$ cat config.mk
export PLATFORM = sky130hd
export DESIGN_NAME = multicycle_controller
export DESIGN_NICKNAME = d
export VERILOG_FILES = /design/src/rtl/mips_ctrl_pkg.sv /design/src/rtl/alu_decoder.sv /design/src/rtl/multicycle_controller.sv
export SDC_FILE = /design/constraint.sdc
export NUM_CORES = 1
export LEC_CHECK = 0
export BUFFER_PORTS_ARGS = -buffer_cell sky130_fd_sc_hd__buf_4
export CAP_MARGIN = 25
export CORE_AREA = 3 3 85 47
export CTS_CLUSTER_DIAMETER = 60
export DETAILED_ROUTE_END_ITERATION = 10
export DIE_AREA = 0 0 88 50
export PLACE_DENSITY = 0.71
export SYNTH_ARGS = -nofsm -noshare
export SYNTH_HDL_FRONTEND = slang
export SYNTH_HIERARCHICAL = 1
export SYNTH_SLANG_ARGS = --single-unit
$ cat constraint.sdc
create_clock -name clk -period 1.67 [get_ports clk]
set_input_delay 0.0835 -clock clk [delete_from_list [all_inputs] [get_ports clk]]
set_output_delay 0.0835 -clock clk [all_outputs]
set_load 0.01 [all_outputs]
$ cat src/rtl/mips_ctrl_pkg.sv
// rtl/mips_ctrl_pkg.sv - shared encodings and per-state control decode for the multicycle MIPS controller
// Contents: state_t (FETCH1=0 .. ADDIWR=14), opcode/funct constants, alucont codes,
//           aluop / alusrcb / pcsource select codes, ctrl_t bundle and state_ctrl().
package mips_ctrl_pkg;

  typedef enum logic [3:0] {
    FETCH1  = 4'd0,
    FETCH2  = 4'd1,
    FETCH3  = 4'd2,
    FETCH4  = 4'd3,
    DECODE  = 4'd4,
    MEMADR  = 4'd5,
    LBRD    = 4'd6,
    LBWR    = 4'd7,
    SBWR    = 4'd8,
    RTYPEEX = 4'd9,
    RTYPEWR = 4'd10,
    BEQEX   = 4'd11,
    JEX     = 4'd12,
    ADDIEX  = 4'd13,
    ADDIWR  = 4'd14
  } state_t;

  localparam logic [5:0] OP_LB    = 6'b100000;
  localparam logic [5:0] OP_SB    = 6'b101000;
  localparam logic [5:0] OP_RTYPE = 6'b000000;
  localparam logic [5:0] OP_BEQ   = 6'b000100;
  localparam logic [5:0] OP_J     = 6'b000010;
  localparam logic [5:0] OP_ADDI  = 6'b001000;

  localparam logic [5:0] FUNCT_ADD = 6'b100000;
  localparam logic [5:0] FUNCT_SUB = 6'b100010;
  localparam logic [5:0] FUNCT_AND = 6'b100100;
  localparam logic [5:0] FUNCT_OR  = 6'b100101;
  localparam logic [5:0] FUNCT_SLT = 6'b101010;

  localparam logic [2:0] ALU_ADD = 3'b010;
  localparam logic [2:0] ALU_SUB = 3'b110;
  localparam logic [2:0] ALU_AND = 3'b000;
  localparam logic [2:0] ALU_OR  = 3'b001;
  localparam logic [2:0] ALU_SLT = 3'b111;

  localparam logic [1:0] ALUOP_ADD   = 2'b00;
  localparam logic [1:0] ALUOP_SUB   = 2'b01;
  localparam logic [1:0] ALUOP_FUNCT = 2'b10;

  localparam logic [1:0] SRCB_B     = 2'b00;
  localparam logic [1:0] SRCB_ONE   = 2'b01;
  localparam logic [1:0] SRCB_IMM   = 2'b10;
  localparam logic [1:0] SRCB_IMMSH = 2'b11;

  localparam logic [1:0] PCSRC_ALU    = 2'b00;
  localparam logic [1:0] PCSRC_ALUOUT = 2'b01;
  localparam logic [1:0] PCSRC_JUMP   = 2'b10;

  // alu_en marks states that drive alucont; elsewhere alucont reads 000.
  typedef struct packed {
    logic       pcwrite;
    logic       pcwritecond;
    logic       iord;
    logic       memwrite;
    logic [3:0] irwrite;
    logic       regdst;
    logic       memtoreg;
    logic       regwrite;
    logic       alusrca;
    logic [1:0] alusrcb;
    logic       alu_en;
    logic [1:0] aluop;
    logic [1:0] pcsource;
  } ctrl_t;

  function automatic ctrl_t state_ctrl(input state_t s);
    ctrl_t c;
    c = '0;
    case (s)
      FETCH1, FETCH2, FETCH3, FETCH4: begin
        c.irwrite = 4'(4'b0001 << s[1:0]);
        c.alusrcb = SRCB_ONE;
        c.alu_en  = 1'b1;
        c.pcwrite = 1'b1;
      end
      DECODE: begin
        c.alusrcb = SRCB_IMMSH;
        c.alu_en  = 1'b1;
      end
      MEMADR, LBRD, SBWR, ADDIEX, ADDIWR: begin
        // Address / write data come straight off the ALU, so selects are held.
        c.alusrca  = 1'b1;
        c.alusrcb  = SRCB_IMM;
        c.alu_en   = 1'b1;
        c.iord     = (s == LBRD) || (s == SBWR);
        c.memwrite = (s == SBWR);
        c.regwrite = (s == ADDIWR);
      end
      LBWR: begin
        c.memtoreg = 1'b1;
        c.regwrite = 1'b1;
      end
      RTYPEEX, RTYPEWR: begin
        c.alusrca  = 1'b1;
        c.alusrcb  = SRCB_B;
        c.alu_en   = 1'b1;
        c.aluop    = ALUOP_FUNCT;
        c.regdst   = (s == RTYPEWR);
        c.regwrite = (s == RTYPEWR);
      end
      BEQEX: begin
        c.alusrca     = 1'b1;
        c.alusrcb     = SRCB_B;
        c.alu_en      = 1'b1;
        c.aluop       = ALUOP_SUB;
        c.pcsource    = PCSRC_ALUOUT;
        c.pcwritecond = 1'b1;
      end
      JEX: begin
        c.pcsource = PCSRC_JUMP;
        c.pcwrite  = 1'b1;
      end
      default: c = '0;
    endcase
    return c;
  endfunction

endpackage

$ cat src/rtl/alu_decoder.sv
// rtl/alu_decoder.sv - maps aluop and funct to the 3-bit ALU operation code
// Ports: aluop[1:0] (00 add, 01 sub, 10 funct), funct[5:0], alucont[2:0].
module alu_decoder
  import mips_ctrl_pkg::*;
(
  input  logic [1:0] aluop,
  input  logic [5:0] funct,
  output logic [2:0] alucont
);

  always_comb begin
    alucont = ALU_ADD;
    case (aluop)
      ALUOP_ADD: alucont = ALU_ADD;
      ALUOP_SUB: alucont = ALU_SUB;
      default: begin
        case (funct)
          FUNCT_SUB: alucont = ALU_SUB;
          FUNCT_AND: alucont = ALU_AND;
          FUNCT_OR:  alucont = ALU_OR;
          FUNCT_SLT: alucont = ALU_SLT;
          default:   alucont = ALU_ADD;
        endcase
      end
    endcase
  end

endmodule

$ cat src/rtl/multicycle_controller.sv
// rtl/multicycle_controller.sv - control FSM for the 8-bit multicycle MIPS core
// Inputs: clk, reset (sync, active-high), op[5:0], funct[5:0], zero.
// Outputs: pcen, iord, memwrite, irwrite[3:0], regdst, memtoreg, regwrite,
//          alusrca, alusrcb[1:0], alucont[2:0], pcsource[1:0].
module multicycle_controller
  import mips_ctrl_pkg::*;
(
  input  logic       clk,
  input  logic       reset,
  input  logic [5:0] op,
  input  logic [5:0] funct,
  input  logic       zero,
  output logic       pcen,
  output logic       iord,
  output logic       memwrite,
  output logic [3:0] irwrite,
  output logic       regdst,
  output logic       memtoreg,
  output logic       regwrite,
  output logic       alusrca,
  output logic [1:0] alusrcb,
  output logic [2:0] alucont,
  output logic [1:0] pcsource
);

  state_t     state;
  state_t     state_next;
  ctrl_t      ctrl;
  logic [2:0] alucont_dec;
  logic       active;

  always_comb begin
    state_next = FETCH1;
    case (state)
      FETCH1:  state_next = FETCH2;
      FETCH2:  state_next = FETCH3;
      FETCH3:  state_next = FETCH4;
      FETCH4:  state_next = DECODE;
      DECODE: begin
        case (op)
          OP_LB, OP_SB: state_next = MEMADR;
          OP_RTYPE:     state_next = RTYPEEX;
          OP_BEQ:       state_next = BEQEX;
          OP_J:         state_next = JEX;
          OP_ADDI:      state_next = ADDIEX;
          default:      state_next = FETCH1;
        endcase
      end
      MEMADR:  state_next = (op == OP_LB) ? LBRD : SBWR;
      LBRD:    state_next = LBWR;
      RTYPEEX: state_next = RTYPEWR;
      ADDIEX:  state_next = ADDIWR;
      default: state_next = FETCH1;
    endcase
  end

  // Control strobes are registered alongside the state so each state's
  // outputs come straight from flops.
  always_ff @(posedge clk) begin
    if (reset) begin
      state <= FETCH1;
      ctrl  <= state_ctrl(FETCH1);
    end else begin
      state <= state_next;
      ctrl  <= state_ctrl(state_next);
    end
  end

  alu_decoder u_alu_decoder (
    .aluop   (ctrl.aluop),
    .funct   (funct),
    .alucont (alucont_dec)
  );

  // Reset gates every output combinationally so an aborted instruction
  // cannot strobe anything during the reset cycle itself.
  assign active   = ~reset;
  assign pcen     = active & (ctrl.pcwrite | (ctrl.pcwritecond & zero));
  assign iord     = active & ctrl.iord;
  assign memwrite = active & ctrl.memwrite;
  assign irwrite  = active ? ctrl.irwrite : 4'b0000;
  assign regdst   = active & ctrl.regdst;
  assign memtoreg = active & ctrl.memtoreg;
  assign regwrite = active & ctrl.regwrite;
  assign alusrca  = active & ctrl.alusrca;
  assign alusrcb  = active ? ctrl.alusrcb : 2'b00;
  assign alucont  = (active && ctrl.alu_en) ? alucont_dec : 3'b000;
  assign pcsource = active ? ctrl.pcsource : 2'b00;

endmodule

==> impl_metrics.tcl <==
set metrics [dict create \
    status "completed" \
    synth_top_flop_cell "dfxtp_1" \
    num_vias 1251 \
    vias_per_cell 5.463 \
    setup_viol 0 \
    clk_pin_slew_ns 0.08 \
    yosysWarnings 6 \
    grt_pass1_wl_microns 5664 \
    path_class "flip-flop to flip-flop" \
    synth_top_cell_by_area "dfxtp_1" \
    track_usage_pct 17.06 \
    slowest_delay_ns 0.41 \
    final_nets 203 \
    avgSynthCellArea_sq_um 8.950 \
    power_density_mw_per_mm2 655.5 \
    synth_compound_area_share_pct 21.07 \
    synthArstFlopShare_pct 0 \
    ys_top_cells_by_area "dfxtp_1, nor2b_1, nor2_1" \
    hold_start "op[5]" \
    portBuffers 32 \
    die_h_microns 50 \
    dp.cells 224 \
    maxSlewViolCount 0 \
    syn_to_final_growth_pct 32.72 \
    critical_path.startpoint "state[3]$_SDFF_PP0_" \
    antenna_found_initial 0 \
    fin_crit_sh_pct 98.17 \
    synth-adder-area-share_pct 0 \
    synth_seq_cells 23 \
    hold_class "input pin to flip-flop" \
    diodes 0 \
    clock.fmax_mhz 610.0 \
    crit_path_top_delay_cell "dfxtp_2" \
    drv_cap 0 \
    overflow 0 \
    root_buffer "clkbuf_8" \
    ys_seq_area_share_pct 35.73 \
    p_leak_uw 0.0006951 \
    wl_microns 3634 \
    drive_above_1_share_pct 39.57 \
    fin_cells 229 \
    gp_congestion 0.8892 \
    ctsHoldBuffers 0 \
    dp_hpwl_microns 2919 \
    critPathMaxFanout 7 \
    synthMuxAreaShare_pct 0 \
    finalCriticalPeriod_ns 1.639 \
    start_util_pct 38.79 \
    grt_start_max_net_pins 32 \
    synth_fp_nets 159 \
    synthDistinctLibCells 51 \
    synth_top_area_share_pct 35.73 \
    coreArea_sq_mm 0.003322 \
    critPathCaptureType "flip-flop" \
    finClkSkew_ns 0.006328 \
    h-tree-depth 1 \
    synth_top_family_by_area "simple AND/OR/NAND/NOR gates" \
    critPathLaunchType "flip-flop" \
    clock_path_buffers 2 \
    finalHoldViolations 0 \
    holdWs_ns 0.1749 \
    crit_required_ns 1.82 \
    timing.critical_path.cells "nand2b_1 > a311oi_1 > a211oi_2 > nor2_1 > a211o_1" \
    cts_made_buffers 3 \
    route.detailed.wl_per_inst_microns 15.87 \
    cts_sinks 23 \
    peakVddDrop_uv 344.4 \
    fp.dieW_microns 88 \
    timing.rr.start "state[3]$_SDFF_PP0_" \
    antenna_violating_nets_post_route 0 \
    worstMarginPinSlew_ns 0.4197 \
    route.detailed.drc 0 \
    insertion_delay_ns 0.26 \
    relSlewSlack_pct 71.65 \
    syn_inst 144 \
    synth_area_sq_mm 0.001289 \
    cts_tree "built" \
    firstDrtPassIters 4 \
    rows 15 \
    drt_iter0_markers 146 \
    cp_data_arrival_time_ns 1.79 \
    synthSimpleGateAreaFrac_pct 37.18 \
    yosys.area_share.xor_xnor_pct 0 \
    synth_edf_count 0 \
    io_pins 33 \
    die_area_sq_mm 0.004400 \
    fillers 308 \
    grt_pass1_vias 1164 \
]
==> area by class of cell <==
class | count | area (sq um) | share of cell area (%)
Clock buffer | 4 | 45.04 | 2.634
Timing Repair Buffer | 48 | 360.3 | 21.07
Multi-Input combinational cell | 107 | 770.7 | 45.06
Sequential cell | 23 | 462.9 | 27.07
Tap cell | 42 | 52.55 | 3.072
Inverter | 5 | 18.77 | 1.097
==> path summary, 6_finish.rpt <==
check                   endpoint  slack, ns  cells after the start
max reg2reg  ctrl[18]$_SDFF_PP1_       0.03                      5
min          ctrl[15]$_SDFF_PP0_       0.17                      3
max          ctrl[18]$_SDFF_PP1_       0.03                      5
min reg2reg  ctrl[16]$_SDFF_PP0_       0.69                      2
==> registers in the layout, indices dropped and copies added, names as in the netlist <==
| signal | cells |
|---|---|
| state | 4 |
| ctrl | 19 |
==> through the flow <==
stage | setup TNS [ns] | setup WS [ns] | total power, uW | cell area [sq um] | util [%]
6_report | 0 | 0.03062 | 1121 | 1710 | 51.49
5_1_grt | -0.05704 | -0.04172 | 1181 | 1710 | 51.49
4_1_cts | 0 | 0.01833 | 1126 | 1682 | 50.62
3_5_place_dp | -0.0009238 | -0.0009238 | 786.9 | 1635 | 49.23
3_3_place_gp | 0 | 0.07502 | 779.4 | 1635 | 49.23
2_1_floorplan | 0 | 0.1158 | 696.4 | 1289 | -
==> cells in the final DEF (no fill, tap or decap), types with 3 or more instances in the layout <==
cell type and n:
buf_4 48, dfxtp_1 21, nor2b_1 17, nor2_1 16
nand2_1 6, and2_1 5, inv_1 5, a21oi_1 4
o21ai_0 4, nand2b_1 4, nor3_1 4, nor3_2 3
clkbuf_8 3
==> routing by layer <==
metal	GRT usage (%)	up-vias	routed length, microns	part of all wire [%]
met2	26.00	53	1614	44
met4	3.571	0	30	0.83
met1	23.45	582	1579	43
met3	5.509	4	409	11
li1	-	612	-	-
met5	0	-	0	0
==> kinds of logic (layout without fill, tap and decap cells) <==
kind of cell | after synthesis | in the layout
compound gates | 33 | 33
buf+inv | 14 | 57
flops | 23 | 23
simple gates | 74 | 74
==> repair_timing <==
action	in CTS	in global routing
pin swaps	0	1
resized for setup	1	4
setup buffers	0	1
endpoints found under the setup margin	1	6
cloned	0	0
==> synthesized netlist by cell type (2+ instances only) <==
master / instances
nor4_2: 2
o22ai_1: 2
nor3_2: 2
clkbuf_1: 3
buf_6: 2
inv_1: 5
a211oi_2: 2
and2_1: 5
a21oi_1: 4
dfxtp_1: 23
buf_2: 2
nor3_1: 5
nand4bb_1: 2
a41oi_1: 2
buf_4: 2
nor2_1: 16
nand3_1: 2
nand2b_1: 4
o21ai_0: 4
nor2b_1: 17
nand2_1: 6
a211o_1: 3
==> power by group <==
group	internal (uW)	switching (uW)	total [uW]	leakage, uW
Sequential	561	11.8	573	0.000188
Clock	170	170	340	0.0000228
Combinational	94.7	114	209	0.000484
==> critical path: cells and delay by family (launching register included) <==
family | cells | cell delay (ns)
compound gates | 3 | 0.77
simple gates | 2 | 0.35
flops | 1 | 0.41
Power figures use the tool's default switching activity.
